$ cat src/rtl/pv1000_vram_arbiter.sv
`timescale 1ns/1ps
// Shares the single external RAM/VRAM port between the Z80 bus and the video fetcher.
// Video has priority; a streak limiter bounds how long a waiting CPU can be starved.
module pv1000_vram_arbiter #(
    parameter int unsigned ADDR_W        = 16,
    parameter int unsigned RD_LAT        = 1,
    parameter int unsigned VID_BURST_MAX = 4
) (
    input  logic              clk,
    input  logic              reset_n,
    input  logic              cpu_req,
    input  logic              cpu_we,
    input  logic [ADDR_W-1:0] cpu_a,
    input  logic [7:0]        cpu_d,
    output logic [7:0]        cpu_q,
    output logic              cpu_ack,
    output logic              cpu_wait_n,
    input  logic              vid_req,
    input  logic [ADDR_W-1:0] vid_a,
    output logic [7:0]        vid_q,
    output logic              vid_valid,
    output logic [ADDR_W-1:0] mem_a,
    output logic              mem_ce_n,
    output logic              mem_we_n,
    output logic [7:0]        mem_d,
    input  logic [7:0]        mem_di
);
    localparam logic [3:0]        BURST_MAX = 4'(VID_BURST_MAX);
    localparam logic [ADDR_W-1:0] RAM_BASE  = ADDR_W'(32'h8000);

    logic              cpu_busy;
    logic              vid_busy;
    logic [3:0]        vid_streak;
    logic [RD_LAT-1:0] tag_v;
    logic [RD_LAT-1:0] tag_cpu;
    logic [RD_LAT-1:0] tag_we;

    logic cpu_elig;
    logic vid_elig;
    logic grant_cpu;
    logic grant_vid;
    logic grant_any;
    logic ret_v;
    logic ret_cpu;
    logic ret_we;

    always_comb begin
        // An ack/valid cycle still sees the old request held high, so it must not re-grant.
        cpu_elig  = cpu_req & ~cpu_busy & ~cpu_ack;
        vid_elig  = vid_req & ~vid_busy & ~vid_valid;
        grant_vid = vid_elig & ~(cpu_elig & (vid_streak == BURST_MAX));
        grant_cpu = cpu_elig & ~grant_vid;
        grant_any = grant_cpu | grant_vid;
        ret_v     = tag_v[RD_LAT-1];
        ret_cpu   = tag_cpu[RD_LAT-1];
        ret_we    = tag_we[RD_LAT-1];
    end

    assign cpu_wait_n = ~(cpu_req & ~cpu_ack);

    always_ff @(posedge clk or negedge reset_n) begin
        if (!reset_n) begin
            mem_a      <= '0;
            mem_d      <= '0;
            mem_ce_n   <= 1'b1;
            mem_we_n   <= 1'b1;
            cpu_q      <= '0;
            vid_q      <= '0;
            cpu_ack    <= 1'b0;
            vid_valid  <= 1'b0;
            cpu_busy   <= 1'b0;
            vid_busy   <= 1'b0;
            vid_streak <= '0;
            tag_v      <= '0;
            tag_cpu    <= '0;
            tag_we     <= '0;
        end else begin
            // Tag pipeline: new tag enters bit 0, the oldest retires from bit RD_LAT-1.
            tag_v    <= RD_LAT'({tag_v, grant_any});
            tag_cpu  <= RD_LAT'({tag_cpu, grant_cpu});
            tag_we   <= RD_LAT'({tag_we, grant_cpu & cpu_we});

            mem_ce_n <= ~grant_any;
            mem_we_n <= ~(grant_cpu & cpu_we & (cpu_a >= RAM_BASE));
            if (grant_cpu) begin
                mem_a <= cpu_a;
                if (cpu_we) mem_d <= cpu_d;
            end else if (grant_vid) begin
                mem_a <= vid_a;
            end

            cpu_ack   <= ret_v & ret_cpu;
            vid_valid <= ret_v & ~ret_cpu;
            if (ret_v & ret_cpu & ~ret_we) cpu_q <= mem_di;
            if (ret_v & ~ret_cpu) vid_q <= mem_di;

            if (grant_cpu) cpu_busy <= 1'b1;
            else if (ret_v & ret_cpu) cpu_busy <= 1'b0;
            if (grant_vid) vid_busy <= 1'b1;
            else if (ret_v & ~ret_cpu) vid_busy <= 1'b0;

            if (!cpu_elig || grant_cpu) vid_streak <= '0;
            else if (grant_vid && vid_streak != BURST_MAX) vid_streak <= vid_streak + 4'd1;
        end
    end
endmodule
$ cat config.mk
export PLATFORM = sky130hd
export DESIGN_NAME = pv1000_vram_arbiter
export DESIGN_NICKNAME = d
export VERILOG_FILES = /design/src/rtl/pv1000_vram_arbiter.sv
export SDC_FILE = /design/constraint.sdc
export NUM_CORES = 1
export LEC_CHECK = 0
export BUFFER_PORTS_ARGS = -buffer_cell sky130_fd_sc_hd__buf_2
export CORE_MARGIN = 10
export CORE_UTILIZATION = 49
export CTS_BUF_LIST = sky130_fd_sc_hd__clkbuf_8
export DETAILED_ROUTE_END_ITERATION = 7
export HOLD_SLACK_MARGIN = 0.12
export PLACE_DENSITY = 0.92
export SYNTH_ARGS = -nofsm -noshare
export SYNTH_HDL_FRONTEND = slang
export SYNTH_SLANG_ARGS = --single-unit
export TNS_END_PERCENT = 100
$ cat constraint.sdc
create_clock -name clk -period 1.91 [get_ports clk]
set_input_delay 0.382 -clock clk [delete_from_list [all_inputs] [get_ports clk]]
set_output_delay 0.382 -clock clk [all_outputs]
set_load 0.02 [all_outputs]
==> results of run 1 <==
## cell usage after synthesis
| library cell | number | area [um^2] |
|---|---|---|
| dfrtp_1 | 51 | 1280 |
| inv_1 | 39 | 146 |
| mux2_2 | 24 | 270 |
| a221oi_1 | 16 | 140 |
| nor3_1 | 16 | 80.1 |
| nor2_1 | 5 | 18.8 |
| buf_2 | 3 | 15.0 |
| nand3_1 | 3 | 15.0 |
| clkbuf_1 | 2 | 7.51 |
| dfstp_2 | 2 | 52.6 |
| ha_1 | 2 | 25.0 |
| nand2b_1 | 2 | 12.5 |
| a21boi_4 | 1 | 18.8 |
| a21o_1 | 1 | 7.51 |
| a21o_2 | 1 | 8.76 |
| a21oi_2 | 1 | 8.76 |
| and3b_1 | 1 | 8.76 |
| buf_4 | 1 | 7.51 |
| buf_6 | 1 | 11.3 |
| nand2_1 | 1 | 3.75 |
| nand3b_1 | 1 | 7.51 |
| nor2b_1 | 1 | 6.26 |
| nor3b_2 | 1 | 12.5 |
| nor3b_4 | 1 | 18.8 |
| o211ai_4 | 1 | 21.3 |
| or3b_4 | 1 | 11.3 |
| xnor2_1 | 1 | 8.76 |
| xor2_1 | 1 | 8.76 |
## worst register-to-register path, stage by stage, from the launching register on
cell	delay (ns)
dfrtp_1	0.40
inv_1	0.07
ha_1	0.20
and3b_1	0.25
o211ai_4	0.35
mux2_2	0.38
## per-layer routing
layer  global-route usage  share of wire  vias to the layer above
li1                     -              -                      815
met1                0.157           0.38                      843
met2                0.239           0.51                       65
met3               0.0627           0.10                        6
met4               0.0333         0.0080                        0
met5                    0              0                        -
## final timing paths
check                              startpoint         to  slack [ns]  cells after the start
worst max-delay path            vid_streak[1]   mem_d[2]        0.15                      5
worst min-delay path                cpu_a[15]   mem_we_n        0.24                      2
worst max register to register  vid_streak[1]   mem_d[2]        0.15                      5
worst min register to register        ret_cpu  vid_valid        0.47                      1
max in group asynchronous             reset_n   mem_we_n        0.70                      3
min in group asynchronous             reset_n   mem_a[5]        0.59                      2
## per-stage QoR
stage | power (mW) | instance area [um^2] | hold WS [ns] | worst slack, ns | instances
6_report | 4.57 | 2910 | 0.236 | 0.145 | 338
5_1_grt | 4.88 | 2910 | 0.231 | 0.0614 | 338
4_1_cts | 4.63 | 2900 | 0.225 | 0.0356 | 338
3_5_place_dp | 3.97 | 2800 | 0.390 | 0.0519 | 329
3_3_place_gp | 3.88 | 2800 | 0.383 | 0.137 | 329
2_1_floorplan | 3.20 | 2230 | 0.0864 | 0.234 | 181
## report_power, final
part	internal (mW)	total [mW]	switching [mW]
combinational	0.855	2.05	1.20
clock	0.294	0.649	0.355
sequential	1.61	1.87	0.254
## layout make-up
type | instances | area, um^2
multi-input cells | 82 | 721
clock inverters | 2 | 13.8
fillers | 333 | 1470
inverters | 39 | 146
flip-flops and latches | 53 | 1330
well taps | 52 | 65.1
clock buffers | 6 | 82.6
repair buffers | 104 | 553
## registers in the layout, indices dropped and copies added, names as in the netlist
name / cells
cpu_ack: 1
cpu_busy: 1
cpu_q: 8
mem_a: 16
mem_ce_n: 1
mem_d: 8
mem_we_n: 1
ret_cpu: 1
ret_v: 1
ret_we: 1
vid_busy: 1
vid_q: 8
vid_streak: 4
vid_valid: 1
## kinds of logic after synthesis
family	share of synthesized area
adder cells (fa/ha/maj)	0.0112
AND/OR/NAND/NOR	0.0875
XOR/XNOR	0.00786
flip-flops	0.596
buffers and inverters	0.0842
AO/OA/AOI/OAI	0.0920
multiplexers	0.121
## timing repair
item | in CTS | in global routing
hold buffers | 1 | 0
endpoints found under the setup margin | 0 | 16
gates resized for setup | 0 | 1
hold endpoints to repair | 22 | 0
==> results.md, run 1 <==
- Worst-path cell chain: inv_1, ha_1, and3b_1, o211ai_4, mux2_2
- Number of global-route vias before repair: 1,884
- Number of CTS-inserted buffers: 5
- Final Hold Fails: 0
- Number of max-cap violations: 0
- Crit share post-route: 0.924
- Global Route Usage Sum: 0.141
- Worst setup SP type: flip-flop
- Buffer count from post-CTS setup fixing: 0
- Leading cell type in the layout, fill and taps excluded: buf_2
- Clock Tree Buf Depth: 2
- TritonCTS clock tree: yes
- Max_slew headroom: 0.650
- GR Overflow Total: 0
- Setup violations, final: 0
- Status: complete, no violations
- Core Region: approximately 4400 um^2
- Post-Synthesis Cells: about 180
- Peak VDD IR: 0.853 mV
- Setup Crit Path Kind: flip-flop to flip-flop
- # IOs: 98
- Max Transition Viols Final: 0
- Die footprint: 7650 um^2
- Ant diodes: 0
- Initial antenna violation count: 0
- Die width: 87.5 um
- Worst-skew pair later-pin latency: approximately 0.3 ns
- Cell variety after synth: 28
- WL/cell: 15.9 um
- Clk root buf: clkbuf_8
- Post-Syn Area: between 2000 and 2500 um^2
- Crit path DAT: ~2.0 ns
- Vias per cell: 5.12
- Placer Congestion: 0.743
- Starting density of the core: 0.509
- Sequential area share after synthesis: 0.596
- Area grow syn2layout: 30.5%
- DIE HEIGHT: around 87 um
- Largest net degree at the start of global routing: 32
- Pwr dens: 1570 nW/um^2
- # rows: 24
- RSZ-0062 raised after global routing: no
- Delay-heaviest family, CP: flip-flops
- Number of port buffers: 97
- Sink Count: 53
- Max Fclk: between 500 and 600 MHz
- Mapped Nets: 236
- Core Util, Final: 0.664
- Mapped Avg Cell Area: 12.3 um^2
- Layout cells sized above 1: 0.503
- Worst Path Buf+Inv: 1
- Leak: roughly 1.5 nW
- Fin nets: 340
- Sum of negative setup slack: 0 ns
- Most frequent cells in the layout: buf_2, dfrtp_1, inv_1
- Initial drt markers: 64
- Via Count: ~1,700
- Clock skew: 0.0141 ns
- Number of routed nets with antenna violations: 0
- Clock Pin Slew Worst Setup and Hold Paths: 0.09 ns
- CTS H-tree lvls: 2
- Worst EP required: 2.09 ns
- First-pass DRT Iterations: 4
- Tmin final: 1.76 ns
- CP max stage delay: ~0.40 ns
- Yosys reg bits: 53
- First-pass GRT wire length: 8.85 mm
- Critical Path Sink Type: flip-flop
- Critical Path Fanout Max: 9
- WL final: 5.39 mm
- Slowest CP cell: dfrtp_1
- YS warnings: 0
- DRC: 0
- Hold Path Class: input port to flip-flop
- Slew at the pin closest to its max-slew limit: 0.525 ns
- Detailed placer's ending HPWL: 4.24 mm
(Power assumes the default switching activity.)
==> inputs of run 2 (changes only) <==
==> constraint.sdc (replaced) <==
create_clock -name clk -period 1.91 [get_ports clk]
set_input_delay 0.191 -clock clk [delete_from_list [all_inputs] [get_ports clk]]
set_output_delay 0.191 -clock clk [all_outputs]
set_load 0.02 [all_outputs]
==> results.md, run 2 (synthesized netlist as in run 1, its figures left out) <==
- Sum of negative setup slack: 0 ns
- Clk root buf: clkbuf_8
- Critical Path Sink Type: flip-flop
- First-pass DRT Iterations: 4
- Fillers: 347
- Worst r2r src: vid_streak[0]
- Worst-skew pair later-pin latency: approximately 0.30 ns
- Largest net degree at the start of global routing: 31
- Global Route Usage Sum: 0.147
- Crit path DAT: 1.94 ns
- Hold endpoint: mem_a[15]
- Detailed placer's ending HPWL: slightly above 4 mm
- # rows: 24
- Clock share of power: 0.134
- Leak: roughly 1.6 nW
- Layout cells sized above 1: 0.475
- Hold Path Class: input port to flip-flop
- DIE HEIGHT: 87.5 um
- WL/cell: between 15 and 20 um
- Placer Congestion: 0.709
- TritonCTS clock tree: yes
- GR Overflow Total: 0
- Vias per cell: between 4 and 5
- Critical Path Fanout Max: 9
- Worst Path Buf+Inv: 1
- Starting density of the core: 0.509
- RSZ-0062 raised after global routing: no
- Number of port buffers: 97
- Worst Hold Depth: 3
- Max_slew headroom: 0.623
- Number of CTS-inserted buffers: 5
- Buffer count from post-CTS setup fixing: 0
- Leading cell type in the layout, fill and taps excluded: buf_2
- Seq pwr share: 0.410
- Internal Power: 2.73 mW
- Slew at the pin closest to its max-slew limit: between 0.5 and 0.6 ns
- Clock Tree Buf Depth: 2
- Fin nets: 353
- Clock Pin Slew Worst Setup and Hold Paths: 0.09 ns
- Worst-path cell chain: inv_1, ha_1, and3b_1, o211ai_4, mux2_2
- Clock skew: 0.00603 ns
- Worst path depth: 5
- Setup violations, final: 0
- Most flop-heavy register: mem_a
- Crit share post-route: 0.917
- Number of max-cap violations: 0
- HP Start: vid_a[15]
- Most frequent cells in the layout: buf_2, dfrtp_1, inv_1
- Die width: 87.5 um
- Initial drt markers: 64
- Pwr dens: 1500 nW/um^2
- Sink Count: 53
- Peak VDD IR: 0.789 mV
- Max reg flops: 16
- Initial antenna violation count: 0
- Core Region: 4380 um^2
- CP max stage delay: ~0.40 ns
- Max Transition Viols Final: 0
- Setup Crit Path Kind: flip-flop to flip-flop
- Worst Reg-to-Reg Cells: 5
- Number of global-route vias before repair: 1,933
- Tmin final: 1.75 ns
- First-pass GRT wire length: approximately 9.2 mm
- Worst EP required: 2.10 ns
- Total power: ~4.5 mW
- # IOs: 98
- Status: complete, no violations
- Gate power share: 0.456
- Max Fclk: 571 MHz
- Die footprint: 7650 um^2
- Ant diodes: 0
- Switching part of the total: 0.400
- Via Count: 1,752
- Psw: roughly 1.8 mW
- R2R setup slack: 0.16 ns
- Slowest CP cell: dfrtp_1
- WL final: about 5.7 mm
- Worst setup SP type: flip-flop
- CTS H-tree lvls: 2
- Worst r2r dst: mem_d[2]
- Number of routed nets with antenna violations: 0
- DRC: 0
- Delay-heaviest family, CP: flip-flops
- Final Hold Fails: 0
- Area grow syn2layout: 35.9%
## run 2: metrics by stage
stage               hold slack (ns)  instances  setup slack [ns]  utilization  instance area (um^2)
global route                  0.124        351            0.0325        0.691                  3030
CTS                           0.121        351            0.0470        0.689                  3020
detailed placement            0.214        328            0.0613        0.636                  2790
floorplan                    -0.105        181             0.234            -                  2230
global placement              0.204        328             0.147        0.636                  2790
finish                        0.126        351             0.159        0.691                  3030
## run 2: metal layers
metal  routed length (um)  up-vias  global-route usage
li1                     -      842                   -
met1                 2270      834               0.164
met2                 2800       65               0.255
met3                  527       11              0.0590
met4                   85        0              0.0348
met5                    0        -                   0
## run 2: tightest hold or removal path, stage by stage
cell	delay, ns
buf_2	0.09
inv_1	0.04
a221oi_1	0.06
## run 2: worst max-delay path by stage
stage,start,end,slack [ns]
2_1_floorplan,vid_valid,mem_d[0],0.23
3_3_place_gp,vid_streak[0],mem_a[12],0.15
3_5_place_dp,vid_streak[0],mem_a[13],0.06
4_1_cts,vid_streak[0],mem_a[1],0.05
5_1_grt,cpu_ack,mem_a[1],0.03
6_report,vid_streak[0],mem_d[2],0.16
## run 2: what timing repair did
item / 4_1_cts / 5_1_grt
hold buffers: 15 / 0
gates resized for setup: 0 / 1
endpoints found under the hold margin: 34 / 0
setup endpoints to repair: 0 / 16
## run 2: power by group through the flow
stage	clock network (mW)	registers, mW	logic, mW
6_report	0.610	1.86	2.07
5_1_grt	0.674	1.93	2.22
4_1_cts	0.626	1.87	2.09
3_5_place_dp	0	1.89	2.07
3_3_place_gp	0	1.85	2.02
2_1_floorplan	0	2.43	0.774
## run 2: layout make-up
type / instances / area [um^2] / area share
inverter: 39 / 146 / 0.0483
timing repair buffer: 117 / 686 / 0.226
tap: 52 / 65.1 / 0.0215
clock buffer: 5 / 68.8 / 0.0227
clock inverter: 3 / 13.8 / 0.00454
sequential: 53 / 1330 / 0.439
multi-input combinational: 82 / 721 / 0.238
==> inputs of run 3 (changes only) <==
Settings changed: CORE_UTILIZATION 49 to 44, PLACE_DENSITY 0.92 to 0.88.
Clock period 1.91 ns to 1.5 ns, I/O delays scaled along.
==> results.md, run 3 (synthesized netlist as in run 1, its figures left out) <==
- Clock Tree Buf Depth: 2
- Starting density of the core: 0.463
- Number of port buffers: 97
- Slowest CP cell: or3b_4
- Crit path DAT: 1.83 ns
- Setup violations, final: 20
- Most flop-heavy register: mem_a
- Setup Crit Path Kind: flip-flop to flip-flop
- Hold Path Class: input port to asynchronous set/reset pin
- Placer Congestion: 0.740
- Leading cell type in the layout, fill and taps excluded: buf_2
- Pwr dens: between 1500 and 2000 nW/um^2
- Vias per cell: 4.99
- Max reg flops: 16
- Initial antenna violation count: 0
- CP max stage delay: 0.44 ns
- Layout cells sized above 1: 0.513
- Final Hold Fails: 0
- Seq pwr share: 0.371
- DIE HEIGHT: between 90 and 100 um
- Core Region: 4820 um^2
- Core Util, Final: 0.771
- # rows: 25
- Clk root buf: clkbuf_8
- Number of max-cap violations: 0
- Most frequent cells in the layout: buf_2, dfrtp_1, dlygate4sd3_1
- Worst EP required: 1.70 ns
- WL/cell: 18.0 um
- Leak: 1.87 nW
- Number of CTS-inserted buffers: 5
- WL final: 7.54 mm
- Max_slew headroom: 0.733
- Ant diodes: 0
- Via Count: roughly 2,100
- Failing checks: setup timing
- Number of global-route vias before repair: between 2,000 and 2,500
- Max Transition Viols Final: 0
- Largest net degree at the start of global routing: 42
- Internal Power: approximately 3.8 mW
- Hold Worst Slack: 0.269 ns
- RSZ-0062 raised after global routing: yes
- Total power: approximately 6.4 mW
- Sink Count: 53
- Die width: 91.2 um
- Clock share of power: 0.122
- Max Fclk: 612 MHz
- Delay-heaviest family, CP: simple AND/OR/NAND/NOR gates
- TritonCTS clock tree: yes
- Gate power share: 0.508
- Status: complete, but fails checks
- # IOs: 98
- Area grow syn2layout: 66.7%
- Worst-path cell chain: or3b_4, o211ai_4, buf_12, mux2_2
- Number of routed nets with antenna violations: 0
- Switching part of the total: 0.404
- Die footprint: 8310 um^2
- First-pass GRT wire length: 11.4 mm
- GR Overflow Total: 0
- First-pass DRT Iterations: 4
- Critical Path Fanout Max: 9
- Critical Path Sink Type: flip-flop
- Placed Area: a little under 3000 um^2
- Psw: roughly 2.6 mW
- Sum of negative setup slack: -1.22 ns
- DRC: 0
- Initial drt markers: 54
- Worst Path Buf+Inv: 1
- Clock Pin Slew Worst Setup and Hold Paths: ~0.1 ns
- Final worst slack: -0.134 ns
- Slew at the pin closest to its max-slew limit: about 0.4 ns
- CTS H-tree lvls: 2
- Fin nets: 407
- Final Cell Area: 3720 um^2
- Crit share post-route: 1.09
- Worst-skew pair later-pin latency: 0.30 ns
- Worst setup SP type: flip-flop
- Global Route Usage Sum: 0.168
- Tmin final: 1.63 ns
- Detailed placer's ending HPWL: roughly 4.6 mm
- Peak VDD IR: 1.06 mV
- Clock skew: around 0.006 ns
-- run 3: changes by cell type in the layout (fill, tap and decap cells not counted), sizes merged --
cell	before	now
clkinv	2	0
clkinvlp	0	2
buf	102	121
dlygate4sd3	15	50
-- run 3: worst paths after layout --
check                      slack (ns)  startpoint  depth (start not counted)        end
setup / recovery                -0.13    vid_busy                          4   mem_d[2]
hold / removal                   0.27     reset_n                          2  mem_a[12]
setup reg to reg                -0.13    vid_busy                          4   mem_d[2]
hold reg to reg                  0.51    vid_q[5]                          1   vid_q[5]
max in group asynchronous        0.66     reset_n                          3   mem_ce_n
min in group clk                 0.51    vid_q[5]                          1   vid_q[5]
-- run 3: layout make-up --
cell class	instances	area [um^2]
Multi-Input combinational cell	82	845
Tap cell	67	83.8
Clock inverter	3	18.8
Sequential cell	53	1330
Fill cell	328	1100
Inverter	39	146
Clock buffer	5	68.8
Timing Repair Buffer	171	1220
-- run 3: metrics by stage --
stage / cells / setup WS, ns
4_1_cts: 414 / -0.147
3_3_place_gp: 355 / -0.108
5_1_grt: 420 / -0.188
2_1_floorplan: 181 / -0.120
3_5_place_dp: 355 / -0.176
6_report: 420 / -0.134
-- run 3: power by group through the flow --
stage               combinational (mW)  sequential, mW  clock (mW)
finish                            3.26            2.38       0.782
global route                      3.48            2.46       0.860
CTS                               3.05            2.36       0.811
detailed placement                2.82            2.39           0
global placement                  2.73            2.35           0
floorplan                        0.986            3.09           0
-- run 3: timing repair --
item,4_1_cts,5_1_grt
pin swaps,5,4
cloned,0,2
resized for setup,14,17
hold buffers,50,0
hold endpoints to repair,93,0
buffers inserted,1,4
setup endpoints to repair,26,28
-- run 3: routing by layer --
metal,GRT usage,vias to the layer above,part of all wire
met4,0.0718,0,0.025
met1,0.168,1025,0.36
met5,0,-,0
met3,0.0626,18,0.076
met2,0.305,97,0.54
li1,-,954,-
